## config.mk

```make
export PLATFORM = sky130hd
export DESIGN_NAME = alu_operand_stage
export DESIGN_NICKNAME = d
export VERILOG_FILES = /design/src/rtl/alu_operand_stage.sv
export SDC_FILE = /design/constraint.sdc
export NUM_CORES = 2
export LEC_CHECK = 0
export BUFFER_PORTS_ARGS = -buffer_cell sky130_fd_sc_hd__buf_2
export CORE_ASPECT_RATIO = 0.7
export CORE_MARGIN = 5
export CORE_UTILIZATION = 35
export CTS_BUF_LIST = sky130_fd_sc_hd__clkbuf_8 sky130_fd_sc_hd__clkbuf_16
export CTS_CLUSTER_DIAMETER = 200
export CTS_CLUSTER_SIZE = 25
export DETAILED_ROUTE_END_ITERATION = 7
export GPL_ROUTABILITY_DRIVEN = 0
export PLACE_DENSITY = 0.49
export SETUP_SLACK_MARGIN = 0.15
export SLEW_MARGIN = 20
export SYNTH_ARGS = -nofsm -noshare
export SYNTH_HDL_FRONTEND = slang
export SYNTH_SLANG_ARGS = --single-unit
export TNS_END_PERCENT = 100
```

## constraint.sdc

```tcl
create_clock -name clk -period 3.75 [get_ports clk]
set_clock_uncertainty 0.05 [all_clocks]
set_input_delay 0.1875 -clock clk [delete_from_list [all_inputs] [get_ports clk]]
set_output_delay 0.1875 -clock clk [all_outputs]
set_load 0.1 [all_outputs]
```

## src/rtl/alu_operand_stage.sv

```systemverilog
// Issue/operand stage feeding a registered ALU with one cycle of latency.
// Holds the 32-entry register file, resolves RAW hazards by a one-cycle
// stall against the instruction just issued, and by bypassing alu_result
// for the instruction currently in writeback.
module alu_operand_stage #(
    parameter int unsigned XLEN     = 32,
    parameter int unsigned RF_DEPTH = 32
) (
    input  logic            clk,
    input  logic            rst_n,
    input  logic            in_valid,
    output logic            in_ready,
    input  logic [2:0]      in_alu_op,
    input  logic [4:0]      in_rs1,
    input  logic [4:0]      in_rs2,
    input  logic [4:0]      in_rd,
    input  logic [XLEN-1:0] in_imm,
    input  logic            in_use_imm,
    output logic [XLEN-1:0] alu_a,
    output logic [XLEN-1:0] alu_b,
    output logic [2:0]      alu_op,
    output logic            issue_valid,
    input  logic [XLEN-1:0] alu_result,
    output logic            wb_valid,
    output logic [4:0]      wb_rd,
    output logic [XLEN-1:0] wb_data,
    input  logic [4:0]      dbg_addr,
    output logic [XLEN-1:0] dbg_data
);

    logic [XLEN-1:0] rf [RF_DEPTH];

    // s1: instruction whose operands sit on alu_* (ALU captures next edge).
    // s2 is held directly in wb_valid / wb_rd.
    logic            s1_valid;
    logic [4:0]      s1_rd;

    logic [XLEN-1:0] rs1_val;
    logic [XLEN-1:0] rs2_val;
    logic [XLEN-1:0] b_sel;
    logic [XLEN-1:0] b_next;
    logic            hazard;
    logic            accept;

    // Operand A: x0 is zero, writeback-stage result bypassed, else register file.
    always_comb begin
        rs1_val = '0;
        if (in_rs1 != 5'd0) begin
            if (wb_valid && (in_rs1 == wb_rd)) begin
                rs1_val = alu_result;
            end else begin
                rs1_val = rf[in_rs1];
            end
        end
    end

    // Operand B register source, same priority as operand A.
    always_comb begin
        rs2_val = '0;
        if (in_rs2 != 5'd0) begin
            if (wb_valid && (in_rs2 == wb_rd)) begin
                rs2_val = alu_result;
            end else begin
                rs2_val = rf[in_rs2];
            end
        end
    end

    // B mux; shift ops only keep the 5-bit shift amount.
    always_comb begin
        b_sel  = in_use_imm ? in_imm : rs2_val;
        b_next = b_sel;
        if (in_alu_op inside {3'b010, 3'b011, 3'b100}) begin
            b_next = {{(XLEN-5){1'b0}}, b_sel[4:0]};
        end
    end

    // Stall when a source depends on the instruction issued last cycle,
    // whose result is not yet on alu_result. rd 0 never stalls.
    always_comb begin
        hazard = s1_valid && (s1_rd != 5'd0) &&
                 ((in_rs1 == s1_rd) || (!in_use_imm && (in_rs2 == s1_rd)));
        in_ready = !(in_valid && hazard);
        accept   = in_valid && in_ready;
    end

    // Issue registers and pipeline tracking; operands hold across bubbles.
    always_ff @(posedge clk or negedge rst_n) begin
        if (!rst_n) begin
            alu_a       <= '0;
            alu_b       <= '0;
            alu_op      <= '0;
            issue_valid <= 1'b0;
            s1_valid    <= 1'b0;
            s1_rd       <= '0;
            wb_valid    <= 1'b0;
            wb_rd       <= '0;
        end else begin
            issue_valid <= accept;
            s1_valid    <= accept;
            wb_valid    <= s1_valid;
            wb_rd       <= s1_rd;
            if (accept) begin
                alu_a  <= rs1_val;
                alu_b  <= b_next;
                alu_op <= in_alu_op;
                s1_rd  <= in_rd;
            end
        end
    end

    // Register file write at the end of the writeback cycle; x0 is never written.
    always_ff @(posedge clk or negedge rst_n) begin
        if (!rst_n) begin
            for (int unsigned i = 0; i < RF_DEPTH; i++) begin
                rf[i] <= '0;
            end
        end else if (wb_valid && (wb_rd != 5'd0)) begin
            rf[wb_rd] <= alu_result;
        end
    end

    assign wb_data  = alu_result;
    assign dbg_data = rf[dbg_addr];

endmodule

```

==> impl_metrics.py <==
metrics = {
    "timing": {
        "fin_ws_ns": 0.5255,
        "max_slew_margin": 0.3619,
        "period_share": 0.8599,
        "timing.final.max_slew_violations": 0,
        "max_freq_mhz": 310.1,
        "rsz0062_at_grt": "false",
        "setup_tns_ns": 0,
        "min_period_ns": 3.224,
        "setup_violations": 0,
        "tightest_slew_ns": 0.9571,
        "hold_viol": 0,
    },
    "worst_hold_path": {
        "hold_path.class": "in2reg",
        "hold_start": "alu_result[14]",
        "hold_path_depth": 2,
        "whs_endpoint": "rf[174]",
    },
    "pwr": {
        "p_int_mw": 29.06,
        "pwr_density_cell_nw_per_um2": 667.4,
        "p_clk_frac": 0.139,
        "ir_drop_mv": 0.7383,
        "share_seq_of_total_power": 0.462,
        "p_leak_nw": 30.09,
        "power_frac_comb": 0.398,
        "power_switching_mw": 18.88,
        "switching_share": 0.3939,
    },
    "layout": {
        "layout.nets": 4916,
        "syn2layout_area_growth_pct": 10.11,
        "fillCellCount": 17440,
        "drive_gt1_frac": 0.4102,
        "multi_input_area_um2": 35110,
        "seq_area_um2": 27600,
    },
    "drt": {
        "drt_wl_total_um": 261600,
        "ant_nets": 0,
        "first_pass_iters": 7,
        "dr_total_vias": 46360,
        "drtIter0Drc": 5590,
        "via_per_inst": 6.344,
        "post_drt_wl_per_cell_um": 35.79,
        "drcViolationCount": 0,
    },
    "clock_network": {
        "cts_tree": "yes",
        "cts_num_sinks": 1103,
        "clkTransAtPathRegs_ns": 0.11,
        "ctsRootBufferMaster": "clkbuf_16",
        "hold_buffers": 62,
        "clk_path_buf_depth": 3,
        "post_cts_buffers": 0,
        "htreeDepth": 2,
        "cts_resized": 0,
        "clock_latency_ns": 0.71,
        "cts_buffers": 50,
    },
    "logic_synthesis": {
        "yosysMostFrequentCell": "dfrtp_1",
        "synth_async_sr_flop_share": 1.000,
        "synth_area_per_cell_um2": 13.55,
        "synth_edf_count": 0,
        "ys_top_cells_by_area": "dfrtp_1, mux4_2, mux2_2",
        "netlist_instances": 4816,
        "synthesis.area_um2": 65230,
        "synth_nets": 4907,
        "yosysTopAreaCellShare": 0.4231,
        "yosys-top-cells-count": "dfrtp_1, mux4_2, nand2_1",
        "synth_seq_cells": 1103,
        "yosys.area.top_type": "dfrtp_1",
        "ys_seq_area_frac": 0.4231,
        "synthDistinctLibCells": 59,
        "ys.flop_type": "dfrtp_1",
        "yosys_warnings": 0,
    },
    "grt": {
        "grt_pass1_vias": 45640,
        "grt_overflow": 0,
        "grt_max_degree": 103,
        "antenna_found_initial": 13,
        "grt_pass1_wl_um": 370700,
        "track_usage": 0.2634,
    },
    "worst_setup_path": {
        "start_kind": "flop",
        "reg2reg_depth": 9,
        "r2r_slack_ns": 0.61,
        "reg2reg_from": "s1_rd[3]",
        "crit_arrival_ns": 2.99,
        "critPathKind": "reg2out",
        "cp-end-kind": "output port",
        "cp.required_ns": 3.51,
        "crit_fanout": 5,
        "rr_endpoint": "alu_b[15]",
    },
    "floorplanning": {
        "ios": 230,
        "die_h_um": 371.2,
        "start_util": 0.3523,
        "die_x_um": 526.0,
        "rows": 132,
        "die_area_um2": 195300,
        "core_area_um2": 185100,
    },
    "run": {
        "drv_cap": 0,
    },
    "run_status": {
        "status": "finished clean",
    },
    "placement": {
        "io_buffers": 229,
        "place_ws_ns": 0.2527,
        "dpl.hpwl_um": 167900,
    },
}
-- final cells by class --
cell class,instances,area share
antenna,2,0.00006968
clock inverter,3,0.0008709
timing repair buffer,513,0.06253
sequential,1103,0.3843
multi-input combinational,3109,0.4888
tap,2479,0.04318
inverter,48,0.002508
clock buffer,51,0.01777
-- sequential cells by signal, summed over array words and instances (netlist names) --
register,count
s1_rd,5
s1_valid,1
wb_rd,5
alu_b,32
wb_valid,1
alu_a,32
alu_op,3
rf,1024
-- layer usage --
metal	global-route usage	routed length, um	up-vias
met1	0.3820	113000	24880
met5	0	0	-
met3	0.05947	23770	393
met2	0.3943	115400	2596
li1	-	-	18490
met4	0.08151	9458	0
-- cells in the final DEF, fill, tap and decap left out, types with 8 or more instances in the layout --
cell,instances
inv_1,47
o221ai_1,41
o211ai_1,12
nor2_4,16
and2_1,8
xor2_1,17
mux2_2,584
clkbuf_16,51
a21o_1,11
buf_4,151
nand2_4,15
dfrtp_1,1103
a22oi_1,39
a221oi_1,17
nand2_1,575
or3_1,12
buf_2,213
a21oi_1,56
nor2_1,13
buf_12,76
o41ai_1,8
o221ai_2,30
mux2i_1,225
dlygate4sd3_1,62
o22ai_1,35
o21ai_0,486
mux4_2,811
-- logic make-up (layout without fill, tap and decap cells) --
family / after synthesis / count (layout) / share of synthesized area
AOI/OAI and AO/OA: 772 / 772 / 0.07225
xor gates and xnor gates: 20 / 20 / 0.002685
buffers and inverters: 604 / 615 / 0.04289
DFF: 1103 / 1103 / 0.4231
muxes: 1620 / 1620 / 0.4153
other: 0 / 2 / 0
and+or+nand+nor: 697 / 697 / 0.04373
-- stage by stage --
stage	instance area, um2	cells	power (mW)	hold WS, ns	util
final	71830	7308	47.94	0.03895	0.3880
after global routing	71830	7308	50.32	0.01378	0.3880
after CTS	71830	7306	47.87	0.0004824	0.3879
after detailed placement	69870	7190	41.15	0.2277	0.3774
after global placement	69870	7190	40.77	0.2168	0.3774
after floorplan	65230	4816	35.24	-0.1581	-
-- worst max path at each step --
| stage | startpoint | end | slack (ns) |
|---|---|---|---|
| after detailed placement | in_rs2[1] | alu_b[1] | 0.25 |
| final | s1_rd[2] | in_ready | 0.53 |
| after CTS | s1_rd[2] | in_ready | 0.50 |
| after global routing | wb_rd[4] | alu_b[15] | 0.44 |
| after global placement | in_rs2[1] | alu_b[1] | 0.29 |
| after floorplan | wb_rd[3] | alu_b[17] | 0.96 |
-- worst max-delay path: stages (launching register included) --
cell	delay (ns)
dfrtp_1	0.50
or4_1	0.56
o21ai_2	0.27
nor2_2	0.09
nand2_1	0.35
buf_2	0.52
-- power by group through the flow --
stage / Combinational (mW) / Clock [mW] / Sequential (mW)
2_1_floorplan: 13.8 / 0 / 21.5
3_3_place_gp: 18.7 / 0 / 22.0
3_5_place_dp: 19.0 / 0 / 22.1
4_1_cts: 19.1 / 6.85 / 21.9
5_1_grt: 20.4 / 7.21 / 22.7
6_report: 19.1 / 6.68 / 22.2
No activity file was read; power rests on OpenSTA's default activity.
